## config.mk

```make
export PLATFORM = sky130hd
export DESIGN_NAME = mvm_inst_sched_flat
export DESIGN_NICKNAME = d
export VERILOG_FILES = /design/src/rtl/mvm_pkg.sv /design/src/rtl/mvm_inst_sched_if.sv /design/src/rtl/mvm_op_decode.sv /design/src/rtl/mvm_inst_sched.sv /design/src/flat_wrapper.sv
export SDC_FILE = /design/constraint.sdc
export NUM_CORES = 1
export LEC_CHECK = 0
export ABC_CLOCK_PERIOD_IN_PS = 2300
export CORE_UTILIZATION = 42
export DETAILED_ROUTE_END_ITERATION = 10
export MAX_ROUTING_LAYER = met4
export PLACE_DENSITY_LB_ADDON = 0.1
export SYNTH_ARGS = -nofsm -noshare
export SYNTH_HDL_FRONTEND = slang
export SYNTH_SLANG_ARGS = --single-unit
```

## constraint.sdc

```tcl
create_clock -name clk -period 2.3 [get_ports clk]
set_input_delay 0.23 -clock clk [delete_from_list [all_inputs] [get_ports clk]]
set_output_delay 0.23 -clock clk [all_outputs]
set_load 0.1 [all_outputs]
```

## src/rtl/mvm_pkg.sv

```systemverilog
// Shared definitions for the mvm_pe instruction sequencer: opcodes, the
// 80-bit layer instruction layout and the sequencer state encodings.
package mvm_pkg;

  localparam logic [3:0] OP_NOP      = 4'h0;
  localparam logic [3:0] OP_MVM_MEM  = 4'h1;
  localparam logic [3:0] OP_MVM_FIFO = 4'h2;
  localparam logic [3:0] OP_SAVE     = 4'h3;
  localparam logic [3:0] OP_END      = 4'hF;

  // Field view of one layer instruction, MSB first.
  typedef struct packed {
    logic [3:0]  op;          // [79:76]
    logic [11:0] rsvd_hi;     // [75:64]
    logic [7:0]  dim_i;       // [63:56]
    logic [7:0]  dim_o;       // [55:48]
    logic [5:0]  rsvd_mid;    // [47:42]
    logic [9:0]  bias_base;   // [41:32]
    logic [3:0]  rsvd_lo;     // [31:28]
    logic [11:0] weight_base; // [27:16]
    logic [15:0] dio_base;    // [15:0]
  } mvm_inst_t;

  localparam logic [2:0] S_IDLE  = 3'd0;
  localparam logic [2:0] S_FETCH = 3'd1;
  localparam logic [2:0] S_WAIT  = 3'd2;
  localparam logic [2:0] S_ISSUE = 3'd3;
  localparam logic [2:0] S_DRAIN = 3'd4;

endpackage

```

## src/rtl/mvm_inst_sched_if.sv

```systemverilog
// Instruction-memory read port and PE issue port of the sequencer.
interface mvm_inst_sched_if #(
  parameter int PC_W   = 8,
  parameter int INST_W = 80
);
  logic              imem_rd;
  logic [PC_W-1:0]   imem_addr;
  logic [INST_W-1:0] imem_dat;
  logic              pe_valid;
  logic              pe_ready;
  logic [INST_W-1:0] pe_instruction;

  modport master (
    output imem_rd, imem_addr, pe_valid, pe_instruction,
    input  imem_dat, pe_ready
  );

  modport slave (
    input  imem_rd, imem_addr, pe_valid, pe_instruction,
    output imem_dat, pe_ready
  );
endinterface

```

## src/rtl/mvm_op_decode.sv

```systemverilog
// Combinational opcode classifier; exactly one output is high for any opcode.
module mvm_op_decode
  import mvm_pkg::*;
(
  input  logic [3:0] op,
  output logic       is_exec,
  output logic       is_nop,
  output logic       is_end,
  output logic       is_illegal
);

  always_comb begin
    // NOTE: every output gets a default before the case so no path can infer a latch.
    is_exec    = 1'b0;
    is_nop     = 1'b0;
    is_end     = 1'b0;
    is_illegal = 1'b0;
    case (op)
      OP_MVM_MEM, OP_MVM_FIFO, OP_SAVE: is_exec = 1'b1;
      OP_NOP:                           is_nop  = 1'b1;
      OP_END:                           is_end  = 1'b1;
      default:                          is_illegal = 1'b1;
    endcase
  end

endmodule

```

## src/rtl/mvm_inst_sched.sv

```systemverilog
// Layer-instruction sequencer: fetches from instruction memory, issues exec
// opcodes to the PE in program order, and reports done/err/count to the host.
module mvm_inst_sched
  import mvm_pkg::*;
#(
  parameter int PC_W   = 8,
  parameter int INST_W = 80,
  parameter int CNT_W  = 8
) (
  input  logic             clk,
  input  logic             rst_n,
  input  logic             start,
  input  logic [PC_W-1:0]  base_pc,
  output logic             busy,
  output logic             done,
  output logic             err,
  output logic [CNT_W-1:0] issued_cnt,
  mvm_inst_sched_if.master bus
);

  logic [2:0]      state;
  logic [PC_W-1:0] pc;
  logic            pend;
  logic            is_exec, is_nop, is_end, is_illegal;
  mvm_inst_t       word;

  assign word = mvm_inst_t'(bus.imem_dat);

  mvm_op_decode u_dec (
    .op         (word.op),
    .is_exec    (is_exec),
    .is_nop     (is_nop),
    .is_end     (is_end),
    .is_illegal (is_illegal)
  );

  wire hs      = bus.pe_valid && bus.pe_ready;
  wire pc_last = &pc;

  assign bus.imem_rd   = (state == S_FETCH);
  assign bus.imem_addr = pc;

  // NOTE: reset is synchronous, so it lives inside the clocked branch, not the sensitivity list.
  always_ff @(posedge clk) begin
    if (!rst_n) begin
      state              <= S_IDLE;
      pc                 <= '0;
      pend               <= 1'b0;
      busy               <= 1'b0;
      done               <= 1'b0;
      err                <= 1'b0;
      issued_cnt         <= '0;
      bus.pe_valid       <= 1'b0;
      bus.pe_instruction <= '0;
    end else begin
      // NOTE: all state updates are non-blocking so every register sees pre-edge values.
      done <= 1'b0;

      // A PE that accepted but has not yet dropped ready might still be idle-looking.
      if (hs)                 pend <= 1'b1;
      else if (!bus.pe_ready) pend <= 1'b0;

      case (state)
        S_IDLE: begin
          // busy lingers through the done cycle; start is ignored until it clears.
          busy <= 1'b0;
          if (start && !busy) begin
            pc         <= base_pc;
            err        <= 1'b0;
            issued_cnt <= '0;
            busy       <= 1'b1;
            state      <= S_FETCH;
          end
        end

        S_FETCH: state <= S_WAIT;

        S_WAIT: begin
          if (is_exec) begin
            bus.pe_instruction <= bus.imem_dat;
            bus.pe_valid       <= 1'b1;
            state              <= S_ISSUE;
          end else if (is_nop) begin
            if (pc_last) begin
              err   <= 1'b1;
              state <= pend ? S_DRAIN : S_IDLE;
              busy  <= pend;
            end else begin
              pc    <= pc + 1'b1;
              state <= S_FETCH;
            end
          end else if (is_end) begin
            state <= S_DRAIN;
          end else begin
            err   <= 1'b1;
            busy  <= 1'b0;
            state <= S_IDLE;
          end
        end

        S_ISSUE: begin
          if (hs) begin
            bus.pe_valid <= 1'b0;
            if (!(&issued_cnt)) issued_cnt <= issued_cnt + 1'b1;
            if (pc_last) begin
              err   <= 1'b1;
              state <= S_DRAIN;
            end else begin
              pc    <= pc + 1'b1;
              state <= S_FETCH;
            end
          end
        end

        S_DRAIN: begin
          // err here can only come from a pc wrap, which suppresses done.
          if (!pend && bus.pe_ready) begin
            done  <= !err;
            busy  <= !err;
            state <= S_IDLE;
          end
        end

        default: begin
          busy  <= 1'b0;
          state <= S_IDLE;
        end
      endcase
    end
  end

endmodule

```

## src/flat_wrapper.sv

```systemverilog
// flat-port wrapper written by rule: the top's interface ports become plain ports
module mvm_inst_sched_flat import mvm_pkg::*;
#(
  parameter int PC_W   = 8,
  parameter int INST_W = 80,
  parameter int CNT_W  = 8
)
  (clk, rst_n, start, base_pc, busy, done, err, issued_cnt, bus_imem_rd, bus_imem_addr, bus_pe_valid, bus_pe_instruction, bus_imem_dat, bus_pe_ready);
  mvm_inst_sched_if #(.PC_W(PC_W), .INST_W(INST_W)) bus_i ();
  input  logic clk;
  input  logic rst_n;
  input  logic start;
  input  logic [PC_W-1:0] base_pc;
  output logic busy;
  output logic done;
  output logic err;
  output logic [CNT_W-1:0] issued_cnt;
  output wire logic [$bits(bus_i.imem_rd)-1:0] bus_imem_rd;
  output wire logic [$bits(bus_i.imem_addr)-1:0] bus_imem_addr;
  output wire logic [$bits(bus_i.pe_valid)-1:0] bus_pe_valid;
  output wire logic [$bits(bus_i.pe_instruction)-1:0] bus_pe_instruction;
  input wire logic [$bits(bus_i.imem_dat)-1:0] bus_imem_dat;
  input wire logic [$bits(bus_i.pe_ready)-1:0] bus_pe_ready;
  assign bus_imem_rd = bus_i.imem_rd;
  assign bus_imem_addr = bus_i.imem_addr;
  assign bus_pe_valid = bus_i.pe_valid;
  assign bus_pe_instruction = bus_i.pe_instruction;
  assign bus_i.imem_dat = bus_imem_dat;
  assign bus_i.pe_ready = bus_pe_ready;
  mvm_inst_sched #(.PC_W(PC_W), .INST_W(INST_W), .CNT_W(CNT_W)) u_core (.clk(clk), .rst_n(rst_n), .start(start), .base_pc(base_pc), .busy(busy), .done(done), .err(err), .issued_cnt(issued_cnt), .bus(bus_i));
endmodule
```

==> metrics <==
post-synthesis mux area share 0.531%; multi-input combinational cell area 1980 sq um; number of global-route vias before repair 3762; GPL Wtd Cong 0.966; Die ar. 10500 sq um; Worst Max-Slew Pin Slew 0.467 ns; Cells after Synth 526; # Max-Cap Violations 0; CP max FO 14; Overflow after GRT 0; total negative slack 0 ns; Most used DFF post-synth dfxtp_1; num ports 193; CTS tree done; DR vias/cell 5.11; H-tree depth 3; post-synth cell types 60; Max clock buf depth 2; adder-cell share of the synthesized area 0.590%; register clock-pin slew on the reported worst setup and hold paths 0.09 ns; Synth top cells by count nand2_1 (173), dfxtp_1 (104), a21oi_1 (86); post-synthesis simple-gate area fraction 24.7%; post-CTS setup buffers 0; worst-case clock skew 0.00689 ns; Ant. Diodes 0; Clock Tree Root clkbuf_8; cell area power density 639 nW/um^2; sequential standard cell area 2080 sq um; cts hold-fix bufs 0; Startpoint Class register; syn avg cell area 8.07 sq um; Starting Density 43.4%; Core ar. 9770 sq um; Post-Synth XOR/XNOR Area 1.45%; Fin Hold WS 0.406 ns; Worst Hold Class input pin to register; overall routed net length 12000 microns; f_max 0.469 GHz; FFs w/ async S/R, synth 0%; post-cts sizing count 0; input/output buffers 192; minimum clock period 2.13 ns; Final Max Slew Viols 0; post-route ant nets 0; share of layout cells above drive strength 1 21.8%; Crit path arrival time 2.41 ns; detailed-route wire length per cell 14.1 microns; Post-synth EDFFs 0; Hold Fails Final Rpt 0; register area share after synthesis 49.1%; largest net degree at the start of global routing 61; Setup violations, final 0; final-stage net count 810; outcome completed; post-synthesis compound-gate area fraction 19.2%; total track usage 23.0%; largest cells by area after synthesis dfxtp_1 (49%), nand2_1 (15%), a21oi_1 (10%), clkbuf_1 (1.8%), nor2_1 (1.7%); number of remaining DRC errors 0; crit path kind register to register; CP Capture Type register; initial antenna violation count 0; share of the synthesized area in the top cell type 49.1%; post-synthesis net count 620; Critical Path RT 2.57 ns; Row Count 36; Sink Count 104; via total after detailed routing 4353; Max IR drop VDD 0.000394 V; first-pass GRT wire length 18400 microns; Synth area leader dfxtp_1; hpwl dp 8630 microns; # fillers 849; yosys warns 0; CTS Buf Count 9; most frequent cell after synthesis nand2_1; Final period util 92.7%; chip height 103 microns; P&R area growth vs syn 48.7%; Post-Syn Area 4240 sq um; Initial DRC Count 163; clk_lat worst skew 0.36 ns; largest family of logic cells by synthesized area simple AND/OR/NAND/NOR gates; 1st-pass router iterations 4; Die Width 103 microns; register bit total from synthesis 104; RSZ-0062 raised after global routing no; Slew headroom 68.1%; Pleak 0.00248 uW
worst paths after layout:
path,start,endpoint,slack (ns),cells past startpoint
setup / recovery,u_core.state[1],u_core.bus.imem_addr[0],0.17,6
hold / removal,bus_imem_dat[35],u_core.bus.pe_instruction[35],0.41,3
setup reg to reg,u_core.state[1],u_core.bus.imem_addr[0],0.17,6
hold reg to reg,u_core.bus.pe_instruction[21],u_core.bus.pe_instruction[21],0.46,2
cell families (layout without fill, tap and decap cells):
| family | count (synthesis) | after routing |
|---|---|---|
| compound gates | 131 | 131 |
| xor+xnor | 7 | 7 |
| buf+inv | 37 | 230 |
| fa+ha+maj | 2 | 2 |
| flops | 104 | 104 |
| simple gates | 243 | 243 |
| mux | 2 | 2 |
state kept, by name, indices dropped and copies added, names as in the netlist:
| signal | cells |
|---|---|
| u_core.bus.pe_instruction | 80 |
| u_core.bus.imem_addr | 8 |
| u_core.issued_cnt | 8 |
| u_core.state | 3 |
| u_core.bus.pe_valid | 1 |
| u_core.busy | 1 |
| u_core.done | 1 |
| u_core.err | 1 |
| u_core.pend | 1 |
metrics by stage:
stage	area, sq um	util [%]	worst slack [ns]	instances	total power [uW]
5_1_grt	6310	64.6	0.0106	852	4210
3_5_place_dp	6130	62.8	0.00390	838	2980
2_1_floorplan	4250	-	0.00643	526	2630
4_1_cts	6310	64.6	0.199	852	4070
3_3_place_gp	6130	62.8	0.108	838	2970
6_report	6310	64.6	0.168	852	4030
where the power goes:
part	internal [uW]	switching [uW]	total, uW
registers	1860	67.5	1920
logic	368	645	1010
clock network	496	600	1100
total	2720	1310	4030
metal layers:
layer  wire (microns)  global-route usage [%]
met3              750                    4.00
met4              184                    7.69
met2             6020                    38.2
met5                0                       -
met1             5070                    28.2
placed cells by master, fill, tap and decap left out, types with 3 or more instances in the layout:
cell type and instances:
and3_2 3, nor2_1 19, buf_4 118, a21oi_1 86, nand2_1 173, buf_12 5
nand3_1 10, nand4_1 5, nor3_1 4, clkbuf_8 9, o21ai_0 7, nand2b_1 4
a21boi_0 3, xnor2_1 6, a311oi_2 3, clkdlybuf4s50_1 91, and3_1 8, dfxtp_1 102
a211oi_1 3
final cells by class:
cell class	instances	area share [%]
repair buffers	214	30.1
clock buffers	11	2.08
inverters	2	0.119
multi-input cells	385	31.4
flip-flops and latches	104	33.0
clock inverters	3	0.694
well taps	133	2.64
critical path, stage by stage (launching register included):
cell and delay, ns:
dfxtp_1 0.62, nor2b_1 0.31, o31ai_1 0.18, a221oi_4 0.44
buf_4 0.23, a21oi_2 0.06, a311oi_2 0.22
(Power assumes the default switching activity.)
